File: src/rtl/operand_bus_arbiter.sv
// operand_bus_arbiter: round-robin arbiter sharing one registered ALU operand bus between 4 requesters
module operand_bus_arbiter #(
  parameter int WIDTH = 8
) (
  input  logic               clk,
  input  logic               rst_n,
  input  logic [3:0]         req,
  input  logic [4*WIDTH-1:0] req_data,
  output logic [3:0]         req_ack,
  output logic               out_valid,
  input  logic               out_ready,
  output logic [WIDTH-1:0]   out_data,
  output logic [1:0]         out_src,
  output logic [1:0]         sel,
  output logic               busy
);
  typedef enum logic {IDLE, HOLD} state_t;
  state_t state_q, state_d;
  logic [1:0] ptr_q, ptr_d, src_q, src_d, win, idx;
  logic [WIDTH-1:0] data_q, data_d;
  logic [3:0] ack_q, ack_d, mreq;
  logic found, arb;
  // a requester acked this cycle is still showing its old req, so mask it out
  always_comb begin
    mreq = req & ~ack_q;
    win = ptr_q;
    idx = ptr_q;
    found = 1'b0;
    for (int k = 1; k <= 4; k++) begin
      idx = ptr_q + 2'(k);
      if (!found && mreq[idx]) begin
        win = idx;
        found = 1'b1;
      end
    end
    arb = |mreq && (state_q == IDLE || out_ready);
    state_d = arb ? HOLD : (state_q == HOLD && out_ready) ? IDLE : state_q;
    ptr_d = arb ? win : ptr_q;
    src_d = arb ? win : src_q;
    data_d = arb ? req_data[win*WIDTH +: WIDTH] : data_q;
    ack_d = arb ? 4'(1) << win : 4'b0;
  end
  always_ff @(posedge clk) begin
    if (!rst_n) begin
      state_q <= IDLE;
      ptr_q <= 2'd3;
      src_q <= 2'd0;
      data_q <= '0;
      ack_q <= 4'b0;
    end else begin
      state_q <= state_d;
      ptr_q <= ptr_d;
      src_q <= src_d;
      data_q <= data_d;
      ack_q <= ack_d;
    end
  end
  assign out_valid = (state_q == HOLD);
  assign busy = out_valid;
  assign out_data = data_q;
  assign out_src = src_q;
  assign sel = src_q;
  assign req_ack = ack_q;
endmodule

File: config.mk
export PLATFORM = sky130hd
export DESIGN_NAME = operand_bus_arbiter
export DESIGN_NICKNAME = d
export VERILOG_FILES = /design/src/rtl/operand_bus_arbiter.sv
export SDC_FILE = /design/constraint.sdc
export NUM_CORES = 1
export LEC_CHECK = 0
export CAP_MARGIN = 10
export CORE_AREA = 3 3 54 56
export DETAILED_ROUTE_END_ITERATION = 7
export DIE_AREA = 0 0 57 59
export HOLD_SLACK_MARGIN = 0.02
export PLACE_DENSITY = 0.82
export SYNTH_ARGS = -nofsm -noshare
export SYNTH_HDL_FRONTEND = slang
export SYNTH_SLANG_ARGS = --single-unit
File: constraint.sdc
create_clock -name clk -period 5.8 [get_ports clk]
set_clock_uncertainty 0.05 [all_clocks]
set_input_delay 0.58 -clock clk [delete_from_list [all_inputs] [get_ports clk]]
set_output_delay 0.58 -clock clk [all_outputs]
set_load 0.005 [all_outputs]
# Word level (Yosys, flattened, before mapping)
# Index checks and enable logic that the tools add are counted.
[totals]
reg_bits = 17
output_inout_bits = 18
word_cells = 46
[classes]
add_sub_neg = 3
order_cmp = 4
n_shift = 2
mux = 17
bitwise = 3
n_reduce_logical = 12
[ops]
columns = ["op", "n"]
rows = [
  ["32-bit by 6-bit variable part select with 8-bit output", 1],
  ["2-bit by 3-bit less-than comparator with 1-bit output, second input constant", 4],
  ["1-bit 2-to-1 mux", 9],
  ["1-bit binary-select mux with 2-bit select", 4],
  ["2-bit 2-to-1 mux", 4],
  ["1-bit logical AND", 5],
  ["2-bit adder, second input constant", 2],
  ["4-bit bitwise AND", 1],
  ["4-bit NOT", 1],
  ["4-bit OR reduction", 1],
  ["1-bit by 2-bit << shifter with 4-bit output, first input constant", 1],
  ["1-bit zero test", 3],
  ["2-bit by 1-bit adder with 2-bit output, second input constant", 1],
  ["2-bit AND reduction", 1],
  ["2-bit nonzero test", 1],
  ["1-bit logical OR", 1],
  ["1-bit NOT", 1],
]

# Longest topological paths before layout
# Gate-level depths: netlist of run 1.
[logic_depth]
depth_word = 15
mapped_depth = 7
ltp_nobuf = 6

# Worst setup path before layout of run 1
# No wires, ideal clock.
[synth_path]
path_kind = "input to register"
start = "input req[0]"
end = "register data_q[0] (netlist: out_data[0])"
setup_ns = 0.122
arrival_time_ns = 2.019
required_time_ns = 5.628
setup_slack_ns = 3.609
stages = 7
path_buffers = 1
cell_sequence = "nor2b_1 > o22ai_2 > mux2_4 > nor2_2 > buf_6 > mux2_4 > a221o_1"
[synth_via]
elab_chain_len = 14
word_cells_on_any_way = 25
cone_classes = "1 x shift; 15 x mux; 1 x bitwise; 8 x reduce/logical"
[synth_rtl]
columns = ["element", "line", "rtl"]
rows = [
  ["start, declared", "7", "input logic [3:0] req,"],
  ["4-bit bitwise AND (*)", "25", "mreq = req & ~ack_q;"],
  ["1-bit binary-select mux with 2-bit select", "31", "if (!found && mreq[idx]) begin"],
  ["1-bit 2-to-1 mux (not written as such)", "31", ""],
  ["1-bit 2-to-1 mux", "31", ""],
  ["1-bit zero test", "31", ""],
  ["1-bit logical AND", "31", ""],
  ["1-bit 2-to-1 mux", "31", ""],
  ["1-bit zero test", "31", ""],
  ["1-bit logical AND", "31", ""],
  ["1-bit 2-to-1 mux", "31", ""],
  ["1-bit zero test", "31", ""],
  ["1-bit logical AND", "31", ""],
  ["2-bit 2-to-1 mux", "31", ""],
  ["32-bit by 6-bit variable part select with 8-bit output", "40", "data_d = arb ? req_data[win*WIDTH +: WIDTH] : data_q;"],
  ["end signal, assigned", "54", "data_q <= data_d;"],
  ["end, declared", "20", "logic [WIDTH-1:0] data_q, data_d;"],
]
# Every way passes the cells marked *; elsewhere a longest branch is shown, timed or not. The select of a mux whose other input is x is not followed.
# A chain may end at the register's enable or synchronous reset.

# Worst setup path after layout of run 1
[layout_path]
start = "input req[0]"
end = "register data_q[6] (netlist: out_data[6])"
# Same word-level chain as after synthesis.

==> qor.yml, run 1 <==
route:
  num_vias: 1041
  first_iter_violations: 34
  via_per_inst: 5.57
  antenna_left: 0
  dr.pass1.iters: 4
  wire_per_inst_um: 14.4
  drc: 0
  wl_um: 2690
logic_synthesis:
  yosys.cell_types.count: 30
  seq_area_frac_synth_pct: 33.8
  synth.top_cell.area_share_pct: 33.8
  syn_area_per_cell_um2: 9.58
  synthFlopType: "dfxtp_1"
  yosysWarnings: 0
  synth_area_mm2: 0.00101
  syn-num-nets: 144
  synthTopCellsByCount: "17 x dfxtp_1, 12 x o21ai_0, 11 x nand3_1, 9 x a21oi_1"
  synthCells: 105
  synth_edf_count: 0
  synth_seq_cells: 17
  synth_area_leader_cell: "dfxtp_1"
  synth_most_common_cell: "dfxtp_1"
  async_flop_share_pct: 0
  netlist_top_cells_area: "dfxtp_1 34%, mux2_4 12%, a221o_1 8.0%"
worst_setup_path:
  path_class: "input pin to flip-flop"
  critPathLaunchType: "input pin"
  critPathMaxStageDelay_ns: 0.52
  slowest_stage: "nor2_2"
  cp_cell_sequence: "clkdlybuf4s50_1 -> nor2b_1 -> o22ai_2 -> mux2_4 -> nor2_2 -> mux2_1 -> a221o_1"
  worst_setup_path_end_kind: "flip-flop"
  path_max_fanout: 11
  required_ns: 5.93
  crit_arrival_ns: 2.98
timing:
  relSlewSlack_pct: 40.2
  min_period_ns: 2.84
  hold_violations: 0
  fin_tns_setup_ns: 0
  max_freq_mhz: 352
  fin_hold_ws_ns: 0.449
  rsz0062_at_grt: "false"
  drv_slew: 0
  finalCritPeriodShare_pct: 49.0
  worst_pin_slew_ns: 0.872
  setup_viol: 0
clock_tree:
  cts_root_buf: "clkbuf_4"
  cts_buffers: 3
  clock_path_buffers: 2
  clkTransAtPathRegs_ns: 0.09
  hold_buffers: 0
  clk_latency_ns: 0.29
  cts_tree: "done"
  cts.sinks: 17
  htree_levels: 1
  cts_resized: 0
  post-cts-setup-buffers: 0
power_and_ir_drop:
  pwr_density_cell_mw_per_mm2: 252
  ir_drop_mv: 0.158
  p_leak_nw: 0.614
floorplan:
  die_y_um: 59
  rows: 18
  die_width_um: 57
  core_mm2: 0.00248
  dieArea_mm2: 0.00336
  ios: 57
  start_util_pct: 40.6
grt:
  grt_antenna_before_repair: 0
  grt_pass1_vias: 1018
  grt_usage_pct: 17.1
  grt_overflow_total: 0
  grt_max_degree: 12
  grt_pass1_wl_um: 4460
flow_run:
  max-cap-violations: 0
place:
  dp.final_hpwl_um: 2120
  io_buffers: 56
  globalplace.congestion: 0.889
status:
  outcome: "finished clean"
layout:
  area_delta_synth_final_pct: 56.8
  num_antenna_cells: 0
  drive_gt1_share_pct: 12.1
  nNetsFinal: 197
min_path:
  min_path_type: "flip-flop to flip-flop"
worst max-delay path, delay by kind of cell:
family                 cells  cell delay [ns]
and+or+nand+nor            2             0.78
buffers and inverters      1             0.48
AOI/OAI and AO/OA          2             0.44
muxes                      2             0.70
cell usage in the layout (no fill, tap or decap):
cell type	n
a21boi_0	1
a21oi_1	9
a221o_1	8
a2bb2oi_1	1
a41oi_2	1
and2_1	2
and3_1	1
clkbuf_1	1
clkbuf_4	3
clkdlybuf4s50_1	56
dfxtp_1	17
mux2_1	1
mux2_4	8
mux2i_1	2
nand2_1	5
nand2b_1	1
nand2b_2	1
nand2b_4	2
nand3_1	11
nor2_1	2
nor2_2	1
nor2b_1	4
nor2b_4	1
nor3_1	1
o21ai_0	12
o22ai_2	2
o2bb2ai_1	1
o41a_1	1
or2_1	1
per-layer routing:
layer / global-route usage [%] / up-vias / share of wire [%]
met4: 9.93 / 0 / 2.5
met3: 5.23 / 8 / 11
met1: 20.9 / 462 / 43
met5: 0 / - / 0
met2: 26.8 / 72 / 43
li1: - / 499 / -
logic make-up after synthesis:
family	share of synthesized area, %
DFF	33.8
muxes	15.1
AOI/OAI and AO/OA	26.1
and+or+nand+nor	19.8
buffers and inverters	5.22
registers in the layout (all words and copies together), names as in the netlist:
register and flops:
out_src 2, ptr_q 2, req_ack 4, busy 1, out_data 8
report_power, final:
part           switching, mW  internal [mW]  leakage, nW
Clock                 0.0350         0.0267       0.0150
Sequential            0.0152          0.138        0.141
Combinational         0.0730          0.110        0.458
Total                  0.123          0.274        0.614
through the flow:
| stage | worst slack (ns) | area, um^2 | util, % | power [mW] | cells |
|---|---|---|---|---|---|
| after global routing | 2.88 | 1580 | 63.7 | 0.421 | 187 |
| final | 2.96 | 1580 | 63.7 | 0.398 | 187 |
| after global placement | 2.73 | 1550 | 62.6 | 0.332 | 183 |
| after detailed placement | 2.66 | 1550 | 62.6 | 0.337 | 183 |
| after floorplan | 3.61 | 1010 | - | 0.260 | 105 |
| after CTS | 2.95 | 1580 | 63.7 | 0.398 | 187 |
worst paths after layout:
check                                              start                       end  slack (ns)  cells after the start
worst min-delay path            out_data[3]$_SDFFE_PN0N_  out_data[3]$_SDFFE_PN0N_        0.45                      1
worst max register to register     req_ack[0]$_SDFF_PP0_  out_data[6]$_SDFFE_PN0N_        3.42                      6
worst min register to register  out_data[3]$_SDFFE_PN0N_  out_data[3]$_SDFFE_PN0N_        0.45                      1
worst max-delay path                              req[0]  out_data[6]$_SDFFE_PN0N_        2.96                      7
area by class of cell:
class | instances | area, um^2
clock buffers | 4 | 26.3
fillers | 228 | 900
multi-input cells | 80 | 613
flip-flops and latches | 17 | 340
well taps | 30 | 37.5
repair buffers | 56 | 561
Power figures use the tool's default switching activity.
==> inputs of run 2 (changes only) <==
CORE_AREA = 3 3 56 58   (was 3 3 54 56)
DIE_AREA = 0 0 59 61   (was 0 0 57 59)
PLACE_DENSITY = 0.77   (was 0.82)
clock period = 2.8 ns   (was 5.8 ns; I/O delays follow)
==> qor.yml, run 2 (synthesized netlist as in run 1, its figures left out) <==
status:
  outcome: "finished clean"
route:
  antenna_left: 0
  dr.pass1.iters: 4
  wl_um: 2840
  via_per_inst: 5.55
  first_iter_violations: 57
  wire_per_inst_um: 14.8
  drc: 0
  num_vias: 1066
grt:
  grt_usage_pct: 16.8
  use_met3_pct: 4.04
  grt_max_degree: 11
  grt_pass1_vias: 1104
  grt_pass1_wl_um: 4530
  met1_usage_pct: 20.9
  grt_overflow_total: 0
  use_met2_pct: 24.8
  grt_antenna_before_repair: 0
  grt.busiest_layer: "met2"
timing:
  hold_violations: 0
  finalCritPeriodShare_pct: 82.1
  drv_slew: 0
  setup_viol: 0
  max_freq_mhz: 435
  worst_pin_slew_ns: 0.568
  rsz0062_at_grt: "false"
  fin_tns_setup_ns: 0
  relSlewSlack_pct: 62.1
  min_period_ns: 2.30
layout:
  nNetsFinal: 201
  largest_reg_flops: 8
  fillers: 232
  area_delta_synth_final_pct: 59.9
  final_cell_mix: "56 x clkdlybuf4s50_1, 17 x dfxtp_1, 12 x o21ai_0"
  drive_gt1_share_pct: 14.3
  final_common_cell: "clkdlybuf4s50_1"
  num_antenna_cells: 0
  postLayoutCoreUtil_pct: 59.4
power_and_ir_drop:
  ir_drop_mv: 0.324
  pwr_density_cell_mw_per_mm2: 527
  p_leak_nw: 0.633
worst_setup_path:
  worst_setup_path_end_kind: "flip-flop"
  path_max_fanout: 9
  required_ns: 2.94
  path_common_cell: "mux2_4"
  slowest_stage: "clkdlybuf4s50_1"
  critPathLaunchType: "input pin"
  critPathMaxStageDelay_ns: 0.47
  path_class: "input pin to flip-flop"
  crit_arrival_ns: 2.44
  cp_cell_sequence: "clkdlybuf4s50_1 -> nor2b_1 -> o22ai_2 -> mux2_4 -> nor2_2 -> buf_4 -> mux2_4 -> a221o_1"
clock_tree:
  cts_tree: "done"
  hold_buffers: 0
  clock_path_buffers: 2
  cts_root_buf: "clkbuf_4"
  cts_resized: 0
  post-cts-setup-buffers: 0
  htree_levels: 1
  cts_buffers: 3
  clkTransAtPathRegs_ns: 0.09
  cts.sinks: 17
  clk_latency_ns: 0.29
min_path:
  min_path_type: "flip-flop to flip-flop"
floorplan:
  core_mm2: 0.00271
  start_util_pct: 37.1
  die_y_um: 61
  dieArea_mm2: 0.00360
  ios: 57
  die_width_um: 59
  rows: 19
place:
  dp.final_hpwl_um: 2200
  io_buffers: 56
  globalplace.congestion: 0.869
flow_run:
  max-cap-violations: 0
[run 2: cell types whose count changed in the layout (fill, tap and decap cells not counted)]
cell   previous run  this run
buf_4             0         4
[run 2: path summary, 6_finish.rpt]
| path | start | end | slack (ns) | cells past startpoint |
|---|---|---|---|---|
| worst max-delay path | req[0] | out_data[7]$_SDFFE_PN0N_ | 0.50 | 8 |
| worst min-delay path | out_data[6]$_SDFFE_PN0N_ | out_data[6]$_SDFFE_PN0N_ | 0.45 | 1 |
| worst max register to register | req_ack[0]$_SDFF_PP0_ | out_data[7]$_SDFFE_PN0N_ | 0.65 | 7 |
| worst min register to register | out_data[6]$_SDFFE_PN0N_ | out_data[6]$_SDFFE_PN0N_ | 0.45 | 1 |
[run 2: routing by layer]
metal / part of all wire, % / routed length, um / vias to the layer above
met2: 44 / 1250 / 66
met1: 42 / 1200 / 485
li1: - / - / 505
met4: 3.9 / 112 / 0
met5: 0 / 0 / -
met3: 9.6 / 272 / 10
[run 2: critical path: cells and delay by family]
| kind | cells | cell delay [ns] |
|---|---|---|
| mux | 2 | 0.63 |
| compound gates | 2 | 0.41 |
| simple gates | 2 | 0.43 |
| buf+inv | 2 | 0.69 |
[run 2: metrics by stage]
| stage | hold slack, ns | setup WS [ns] | cells | cell area (um^2) | total power [mW] |
|---|---|---|---|---|---|
| 2_1_floorplan | 0.292 | 0.889 | 105 | 1010 | 0.538 |
| 3_3_place_gp | 0.424 | 0.249 | 188 | 1580 | 0.709 |
| 3_5_place_dp | 0.421 | 0.191 | 188 | 1580 | 0.719 |
| 4_1_cts | 0.448 | 0.499 | 192 | 1610 | 0.851 |
| 5_1_grt | 0.463 | 0.370 | 192 | 1610 | 0.897 |
| 6_report | 0.449 | 0.501 | 192 | 1610 | 0.848 |
[run 2: area by class of cell]
| type | instances | area, um^2 | area share (%) |
|---|---|---|---|
| clock buffer | 4 | 26.3 | 1.63 |
| timing repair buffer | 60 | 591 | 36.7 |
| multi-input combinational | 80 | 613 | 38.1 |
| tap | 31 | 38.8 | 2.41 |
| sequential | 17 | 340 | 21.2 |
[run 2: power breakdown]
group / switching [mW] / leakage (nW) / internal [mW]
logic: 0.156 / 0.477 / 0.243
clock network: 0.0764 / 0.0150 / 0.0555
registers: 0.0322 / 0.141 / 0.285
==> inputs of run 3 (changes only) <==
clock period = 2.4 ns   (was 2.8 ns; I/O delays follow)
==> qor.yml, run 3 (synthesized netlist as in run 1, its figures left out) <==
timing:
  fin_tns_setup_ns: 0
  drv_slew: 0
  max_freq_mhz: 474
  relSlewSlack_pct: 58.0
  fin_hold_ws_ns: 0.448
  min_period_ns: 2.11
  hold_violations: 0
  finalCritPeriodShare_pct: 87.9
  setup_viol: 0
  rsz0062_at_grt: "false"
  worst_pin_slew_ns: 0.629
layout:
  largest_reg_flops: 8
  drive_gt1_share_pct: 15.9
  fillers: 245
  final_common_cell: "clkdlybuf4s50_1"
  num_antenna_cells: 0
  fin_area_mm2: 0.00163
  final_cells: 195
  final_cell_mix: "56 x clkdlybuf4s50_1, 17 x dfxtp_1, 12 x o21ai_0"
  area_delta_synth_final_pct: 62.2
  nNetsFinal: 204
power_and_ir_drop:
  p_leak_nw: 0.648
  p_seq_share_pct: 37.4
  ir_drop_mv: 0.342
  pwr_density_cell_mw_per_mm2: 609
  p_switching_uw: 303
  p_int_uw: 690
  p_comb_share_pct: 48.0
  p_clk_share_pct: 14.7
  switching_share_pct: 30.5
floorplan:
  ios: 57
  rows: 19
  start_util_pct: 37.1
  die_width_um: 59
  dieArea_mm2: 0.00360
  core_mm2: 0.00271
  die_y_um: 61
place:
  dp.final_hpwl_um: 2250
  globalplace.congestion: 0.736
  dp.cells: 191
  io_buffers: 56
  place_area_mm2: 0.00161
clock_tree:
  post-cts-setup-buffers: 0
  cts_root_buf: "clkbuf_4"
  cts.sinks: 17
  cts_resized: 0
  htree_levels: 1
  cts_tree: "done"
  clk_latency_ns: 0.28
  cts_buffers: 3
  hold_buffers: 0
  clock_path_buffers: 2
  clkTransAtPathRegs_ns: 0.09
grt:
  grt_pass1_wl_um: 4620
  grt_usage_pct: 16.8
  grt_antenna_before_repair: 0
  grt_max_degree: 11
  grt_overflow_total: 0
  grt_pass1_vias: 1084
min_path:
  min_path_type: "flip-flop to flip-flop"
  hold_depth: 1
worst_setup_path:
  required_ns: 2.52
  critPathLaunchType: "input pin"
  path_class: "input pin to flip-flop"
  worst_setup_path_end_kind: "flip-flop"
  path_max_fanout: 8
  rr_worst_depth: 7
  crit_arrival_ns: 2.23
route:
  wl_um: 2850
  via_per_inst: 5.42
  drc: 0
  dr.pass1.iters: 4
  num_vias: 1057
  wire_per_inst_um: 14.6
  antenna_left: 0
  first_iter_violations: 28
flow_run:
  max-cap-violations: 0
status:
  outcome: "finished clean"
-- run 3: cell types whose count changed in the layout (fill, tap and decap cells not counted), sizes merged --
cell	before	now
buf	4	7
-- run 3: area by class of cell --
| class | instances | area (um^2) | area share, % |
|---|---|---|---|
| clock buffers | 4 | 26.3 | 1.61 |
| multi-input cells | 80 | 613 | 37.6 |
| flip-flops and latches | 17 | 340 | 20.9 |
| well taps | 31 | 38.8 | 2.38 |
| repair buffers | 63 | 613 | 37.6 |
-- run 3: final timing paths --
path,slack (ns),to,start
worst max-delay path,0.29,out_data[3]$_SDFFE_PN0N_,req[0]
worst min-delay path,0.45,out_data[6]$_SDFFE_PN0N_,out_data[6]$_SDFFE_PN0N_
worst max register to register,0.41,out_data[3]$_SDFFE_PN0N_,req_ack[0]$_SDFF_PP0_
worst min register to register,0.45,out_data[6]$_SDFFE_PN0N_,out_data[6]$_SDFFE_PN0N_
-- run 3: power by group through the flow --
stage	clock network, mW	registers, mW	logic (mW)
after floorplan	0	0.375	0.253
after global placement	0	0.375	0.465
after detailed placement	0	0.375	0.476
after CTS	0.149	0.371	0.478
after global routing	0.159	0.378	0.519
final	0.146	0.371	0.476
-- run 3: routing by layer --
layer	part of all wire (%)	up-vias	GRT usage (%)
met5	0	-	0
met4	1.4	0	6.15
met3	12	4	5.53
met2	46	69	28.1
met1	41	474	20.3
li1	-	510	-
-- run 3: worst max-delay path, stage by stage --
cell and delay, ns:
clkdlybuf4s50_1 0.47, nor2b_1 0.22, o22ai_2 0.10, mux2_4 0.28, nor2_2 0.10, buf_4 0.21
mux2_4 0.31, a221o_1 0.29
-- run 3: per-stage QoR --
step | setup slack (ns) | utilization, % | power, mW
after detailed placement | -0.00940 | 59.2 | 0.851
after CTS | 0.292 | 60.2 | 0.998
after global placement | 0.0439 | 59.2 | 0.840
after global routing | 0.212 | 60.2 | 1.06
after floorplan | 0.489 | - | 0.628
final | 0.289 | 60.2 | 0.993
